===== config.mk =====
export PLATFORM = sky130hd
export DESIGN_NAME = mem_read_arbiter_flat
export DESIGN_NICKNAME = d
export VERILOG_FILES = /design/src/rtl/mem_read_arbiter_if.sv /design/src/rtl/mem_read_arbiter.sv /design/src/flat_wrapper.sv
export SDC_FILE = /design/constraint.sdc
export NUM_CORES = 1
export LEC_CHECK = 0
export BUFFER_PORTS_ARGS = -buffer_cell sky130_fd_sc_hd__buf_4
export CAP_MARGIN = 10
export CORE_AREA = 2 2 144 146
export DETAILED_ROUTE_END_ITERATION = 8
export DIE_AREA = 0 0 146 148
export PLACE_DENSITY_LB_ADDON = 0.08
export SETUP_SLACK_MARGIN = 0.2
export SYNTH_ARGS = -nofsm -noshare
export SYNTH_HDL_FRONTEND = slang
export SYNTH_SLANG_ARGS = --single-unit

===== constraint.sdc =====
create_clock -name clk -period 1.8 [get_ports clk]
set_input_delay 0.09 -clock clk [delete_from_list [all_inputs] [get_ports clk]]
set_output_delay 0.09 -clock clk [all_outputs]
set_load 0.05 [all_outputs]

===== src/rtl/mem_read_arbiter_if.sv =====
// Bundle of the two cache refill ports and the shared AXI read channel seen by mem_read_arbiter.
// master: arbiter side; slave: environment side (both caches plus the AXI slave).
interface mem_read_arbiter_if #(
  parameter int unsigned ADDR_W = 32,
  parameter int unsigned DATA_W = 128
);
  logic              ic_arvalid;
  logic [ADDR_W-1:0] ic_araddr;
  logic              ic_arready;
  logic              ic_rvalid;
  logic              ic_rready;
  logic              dc_arvalid;
  logic [ADDR_W-1:0] dc_araddr;
  logic              dc_arready;
  logic              dc_rvalid;
  logic              dc_rready;
  logic [DATA_W-1:0] rdata;
  logic [ADDR_W-1:0] ARADDR;
  logic              ARVALID;
  logic              ARREADY;
  logic [DATA_W-1:0] RDATA;
  logic              RVALID;
  logic              RREADY;
  logic              busy;
  logic              grant_dc;

  modport master (
    input  ic_arvalid, ic_araddr, ic_rready, dc_arvalid, dc_araddr, dc_rready,
    input  ARREADY, RDATA, RVALID,
    output ic_arready, ic_rvalid, dc_arready, dc_rvalid, rdata,
    output ARADDR, ARVALID, RREADY, busy, grant_dc
  );

  modport slave (
    output ic_arvalid, ic_araddr, ic_rready, dc_arvalid, dc_araddr, dc_rready,
    output ARREADY, RDATA, RVALID,
    input  ic_arready, ic_rvalid, dc_arready, dc_rvalid, rdata,
    input  ARADDR, ARVALID, RREADY, busy, grant_dc
  );
endinterface


===== src/rtl/mem_read_arbiter.sv =====
// Shares one single-beat AXI4 read channel between I-cache and D-cache line refills.
// Round-robin on ties by default; define ARB_FIXED_PRIO_EN to make the D-cache win every tie.
module mem_read_arbiter #(
  parameter int unsigned ADDR_W   = 32,
  parameter int unsigned DATA_W   = 128,
  parameter int unsigned OFFSET_W = 4
) (
  input  logic                 clk,
  input  logic                 resetn,
  mem_read_arbiter_if.master   bus
);

  localparam logic [ADDR_W-1:0] LINE_MASK = ~((ADDR_W'(1) << OFFSET_W) - ADDR_W'(1));

  typedef enum logic [1:0] {IDLE, ADDR, DATA} state_e;

  state_e            state_q, state_d;
  logic [ADDR_W-1:0] addr_q, addr_d;
  logic              grant_dc_q, grant_dc_d;
  logic              last_grant_q, last_grant_d;

  logic pick_dc_c;
  logic ic_arready_c, dc_arready_c;
  logic ic_rvalid_c, dc_rvalid_c;
  logic arvalid_c, rready_c;

  // Winner selection when the block is idle
`ifdef ARB_FIXED_PRIO_EN
  assign pick_dc_c = bus.dc_arvalid;
`else
  assign pick_dc_c = bus.dc_arvalid & (~bus.ic_arvalid | ~last_grant_q);
`endif

  always_ff @(posedge clk or negedge resetn) begin
    if (!resetn) begin
      state_q      <= IDLE;
      addr_q       <= '0;
      grant_dc_q   <= 1'b1;
      last_grant_q <= 1'b1;
    end else begin
      state_q      <= state_d;
      addr_q       <= addr_d;
      grant_dc_q   <= grant_dc_d;
      last_grant_q <= last_grant_d;
    end
  end

  always_comb begin
    state_d      = state_q;
    addr_d       = addr_q;
    grant_dc_d   = grant_dc_q;
    last_grant_d = last_grant_q;
    ic_arready_c = 1'b0;
    dc_arready_c = 1'b0;
    ic_rvalid_c  = 1'b0;
    dc_rvalid_c  = 1'b0;
    arvalid_c    = 1'b0;
    rready_c     = 1'b0;
    unique case (state_q)
      IDLE: begin
        if (bus.ic_arvalid || bus.dc_arvalid) begin
          ic_arready_c = ~pick_dc_c & resetn;
          dc_arready_c = pick_dc_c & resetn;
          addr_d       = (pick_dc_c ? bus.dc_araddr : bus.ic_araddr) & LINE_MASK;
          grant_dc_d   = pick_dc_c;
          state_d      = ADDR;
        end
      end
      ADDR: begin
        arvalid_c = 1'b1;
        if (bus.ARREADY) state_d = DATA;
      end
      DATA: begin
        // Response handshake is a pure pass-through to the granted cache
        rready_c    = grant_dc_q ? bus.dc_rready : bus.ic_rready;
        ic_rvalid_c = ~grant_dc_q & bus.RVALID;
        dc_rvalid_c = grant_dc_q & bus.RVALID;
        if (bus.RVALID && rready_c) begin
          last_grant_d = grant_dc_q;
          state_d      = IDLE;
        end
      end
      default: state_d = IDLE;
    endcase
  end

  assign bus.ic_arready = ic_arready_c;
  assign bus.dc_arready = dc_arready_c;
  assign bus.ic_rvalid  = ic_rvalid_c;
  assign bus.dc_rvalid  = dc_rvalid_c;
  assign bus.rdata      = DATA_W'(bus.RDATA);
  assign bus.ARADDR     = addr_q;
  assign bus.ARVALID    = arvalid_c;
  assign bus.RREADY     = rready_c;
  assign bus.busy       = (state_q != IDLE);
  assign bus.grant_dc   = grant_dc_q;

endmodule


===== src/flat_wrapper.sv =====
// flat-port wrapper written by rule: the top's interface ports become plain ports
module mem_read_arbiter_flat 
#(
  parameter int unsigned ADDR_W   = 32,
  parameter int unsigned DATA_W   = 128,
  parameter int unsigned OFFSET_W = 4
)
  (clk, resetn, bus_ic_arvalid, bus_ic_araddr, bus_ic_rready, bus_dc_arvalid, bus_dc_araddr, bus_dc_rready, bus_ARREADY, bus_RDATA, bus_RVALID, bus_ic_arready, bus_ic_rvalid, bus_dc_arready, bus_dc_rvalid, bus_rdata, bus_ARADDR, bus_ARVALID, bus_RREADY, bus_busy, bus_grant_dc);
  mem_read_arbiter_if #(.ADDR_W(ADDR_W), .DATA_W(DATA_W)) bus_i ();
  input  logic clk;
  input  logic resetn;
  input wire logic [$bits(bus_i.ic_arvalid)-1:0] bus_ic_arvalid;
  input wire logic [$bits(bus_i.ic_araddr)-1:0] bus_ic_araddr;
  input wire logic [$bits(bus_i.ic_rready)-1:0] bus_ic_rready;
  input wire logic [$bits(bus_i.dc_arvalid)-1:0] bus_dc_arvalid;
  input wire logic [$bits(bus_i.dc_araddr)-1:0] bus_dc_araddr;
  input wire logic [$bits(bus_i.dc_rready)-1:0] bus_dc_rready;
  input wire logic [$bits(bus_i.ARREADY)-1:0] bus_ARREADY;
  input wire logic [$bits(bus_i.RDATA)-1:0] bus_RDATA;
  input wire logic [$bits(bus_i.RVALID)-1:0] bus_RVALID;
  output wire logic [$bits(bus_i.ic_arready)-1:0] bus_ic_arready;
  output wire logic [$bits(bus_i.ic_rvalid)-1:0] bus_ic_rvalid;
  output wire logic [$bits(bus_i.dc_arready)-1:0] bus_dc_arready;
  output wire logic [$bits(bus_i.dc_rvalid)-1:0] bus_dc_rvalid;
  output wire logic [$bits(bus_i.rdata)-1:0] bus_rdata;
  output wire logic [$bits(bus_i.ARADDR)-1:0] bus_ARADDR;
  output wire logic [$bits(bus_i.ARVALID)-1:0] bus_ARVALID;
  output wire logic [$bits(bus_i.RREADY)-1:0] bus_RREADY;
  output wire logic [$bits(bus_i.busy)-1:0] bus_busy;
  output wire logic [$bits(bus_i.grant_dc)-1:0] bus_grant_dc;
  assign bus_i.ic_arvalid = bus_ic_arvalid;
  assign bus_i.ic_araddr = bus_ic_araddr;
  assign bus_i.ic_rready = bus_ic_rready;
  assign bus_i.dc_arvalid = bus_dc_arvalid;
  assign bus_i.dc_araddr = bus_dc_araddr;
  assign bus_i.dc_rready = bus_dc_rready;
  assign bus_i.ARREADY = bus_ARREADY;
  assign bus_i.RDATA = bus_RDATA;
  assign bus_i.RVALID = bus_RVALID;
  assign bus_ic_arready = bus_i.ic_arready;
  assign bus_ic_rvalid = bus_i.ic_rvalid;
  assign bus_dc_arready = bus_i.dc_arready;
  assign bus_dc_rvalid = bus_i.dc_rvalid;
  assign bus_rdata = bus_i.rdata;
  assign bus_ARADDR = bus_i.ARADDR;
  assign bus_ARVALID = bus_i.ARVALID;
  assign bus_RREADY = bus_i.RREADY;
  assign bus_busy = bus_i.busy;
  assign bus_grant_dc = bus_i.grant_dc;
  mem_read_arbiter #(.ADDR_W(ADDR_W), .DATA_W(DATA_W), .OFFSET_W(OFFSET_W)) u_core (.clk(clk), .resetn(resetn), .bus(bus_i));
endmodule

==> metrics.md <==
| Metric | Value |
|---|---|
| Routed met2 length | 3990 µm |
| Syn Inst Count | between 200 and 300 |
| CTS sink cnt | 32 |
| Kind of critical path | flip-flop to flip-flop |
| Most frequent cells in the layout | buf_4, mux2_4, dfrtp_1 |
| Max capacitance violation total | 0 |
| Drt wl/cell | roughly 17 µm |
| Layout area overhead | 15.0% |
| TritonCTS clock tree | done |
| Synthesized area | 2860 µm² |
| Die height | 148 µm |
| CP arrival | 1.80 ns |
| Mean Syn Cell Area | 11.3 µm² |
| M1 WL | 3060 µm |
| Final Setup Violations | 0 |
| First-pass GRT wire length | 12,000 µm |
| Initial DRC count | 17 |
| Residual DRC | 0 |
| Reg2reg setup slack | around 0.17 ns |
| Slew Limit Fails | 0 |
| Setup slack after layout | 0.174 ns |
| Width of the die | between 100 and 150 µm |
| Number of global-route vias before repair | approximately 1,600 |
| Maximum root-to-sink buffer count | 2 |
| Largest net degree at the start of global routing | 25 |
| Synth top area share | 34.9% |
| CP startpoint kind | flip-flop |
| Synth area leader | buf_4 |
| Total Routing Usage GR | 7.81% |
| Initial antenna violation count | 0 |
| Port buffer count | 99 |
| Worst min-delay path class | primary input to flip-flop |
| Post-synth cell types | 25 |
| Clock transition at path regs | around 0.06 ns |
| Top cells by area, synth | buf_4, mux2_4, dfrtp_1 |
| Area of the multi-input gates | 1000 µm² |
| Core ar. | 20,000 µm² |
| Placed wire-length estimate | 6910 µm |
| TritonCTS Buffers | 5 |
| Pre-antenna DRT Iters | 4 |
| CTS root buffer | clkbuf_16 |
| Row count | 52 |
| Register area | roughly 800 µm² |
| Met3 wire len | ~1300 µm |
| Crit path capture type | flip-flop |
| RSZ-0062 raised after global routing | yes |
| Total grt overflow | 0 |
| Seq/Total Area, Yosys | 28.1% |
| Outcome | finished, final reports clean |
| Post-route cell area | 3290 µm² |
| Required time of the worst setup path | 1.97 ns |
| Fin. Hold Viols | 0 |
| YS warnings | 0 |
| Nets | 443 |
| Via count | 1,529 |
| Setup TNS Final | 0 ns |
| Final core utilization | 16.4% |
| Avg Vias per Cell | 2.97 |
| Fin crit period | around 1.6 ns |
| Diode count | 0 |
| Power density cells | 1800 nW/µm² |
| H-tree depth | 2 |
| Worst vdd ir | roughly 0.44 mV |
| Global placer's final weighted congestion | 0.630 |
| I/O pin count | 368 |
| Cell Area, Placed | 2980 µm² |
| Setup Skew | ~0.0017 ns |
| Worst-Skew Late Latency | 0.28 ns |
| DRT Wirelength | just under 9000 µm |
| Die area | between 20,000 and 25,000 µm² |
| Upper clock frequency limit | 0.615 GHz |
| Synth Register Bits | 32 |
| Place WS | ~0.19 ns |
| Commonest non-fill, non-tap cell in the layout | buf_4 |
| Initial core utilization | around 14% |
| LEAKAGE | 1.58 nW |
| Worst-path maximum fanout | 8 |
| DRT antenna net count | 0 |
| Filler cells | 2,264 |
| DR top layer | met4 |
| Final worst-path cycle share | 90.3% |
| Layout cells sized above 1 | 76.6% |
[area by class of cell]
| class | count | share of cell area [%] |
|---|---|---|
| multi-input cells | 82 | 30.5 |
| well taps | 270 | 10.3 |
| clock buffers | 6 | 3.92 |
| repair buffers | 118 | 29.3 |
| flip-flops and latches | 32 | 24.4 |
| clock inverters | 2 | 1.07 |
| inverters | 4 | 0.457 |
[per-stage QoR]
step,std cells,power [W],hold WS [ns]
after floorplan,256,0.00454,-0.206
after global placement,494,0.00488,-0.0605
after detailed placement,494,0.00486,-0.0538
after CTS,514,0.00606,0.0586
after global routing,514,0.00626,0.0834
final,514,0.00592,0.0688
[Yosys cell counts, drive strengths merged]
library cell    n
nand2b          1
a21bo           1
nor3            1
nand2           3
dfstp           2
and3            2
a21oi           1
buf           138
a31oi           1
dfrtp          30
inv             4
conb            1
mux2           56
o21a            1
nand4b          1
nor2b           2
mux2i           1
o2bb2ai         1
o21ai           3
nor2            3
[worst max-delay path: stages, from the launching register on]
cell and delay [ns]:
dfstp_2 0.54, a21bo_4 0.15, buf_12 0.13, buf_12 0.11, mux2_4 0.31, mux2_4 0.26
[registers in the layout, indices dropped and copies added (netlist names)]
signal	cells
u_core.bus.ARADDR	28
u_core.bus.grant_dc	1
u_core.last_grant_q	1
u_core.state_q	2
[timing repair]
action	in CTS	in global routing
buffers inserted	10	0
setup endpoints to repair	25	27
endpoints found under the hold margin	19	0
hold buffers	2	0
resized for setup	1	4
[cell families after synthesis]
group           Yosys count  share of synthesized area [%]
compound gates            8                           2.06
buf+inv                 142                           37.8
flops                    32                           28.1
mux                      57                           29.5
other cells               1                          0.131
simple gates             13                           2.41
[final timing paths]
path	start	end	cells after the start
max in group asynchronous	resetn	u_core.bus.ARADDR[11]$_DFFE_PN0P_	3
worst min register to register	u_core.bus.ARADDR[19]$_DFFE_PN0P_	u_core.bus.ARADDR[19]$_DFFE_PN0P_	1
worst max-delay path	u_core.last_grant_q$_DFFE_PN1P_	u_core.bus.ARADDR[18]$_DFFE_PN0P_	5
min in group asynchronous	resetn	u_core.bus.ARADDR[26]$_DFFE_PN0P_	2
worst max register to register	u_core.last_grant_q$_DFFE_PN1P_	u_core.bus.ARADDR[18]$_DFFE_PN0P_	5
worst min-delay path	bus_dc_rready	u_core.last_grant_q$_DFFE_PN1P_	3
[report_power, final]
group / internal [W] / leakage (nW) / switching (W)
Clock: 0.000652 / 0.0808 / 0.000358
Combinational: 0.00151 / 1.13 / 0.00208
Sequential: 0.00110 / 0.373 / 0.000228
[per-layer routing]
| metal | vias up | track usage (%) |
|---|---|---|
| li1 | 671 | - |
| met1 | 675 | 7.85 |
| met2 | 140 | 11.9 |
| met3 | 43 | 5.49 |
| met4 | 0 | 4.56 |
| met5 | - | 0 |
Power figures use the tool's default switching activity.
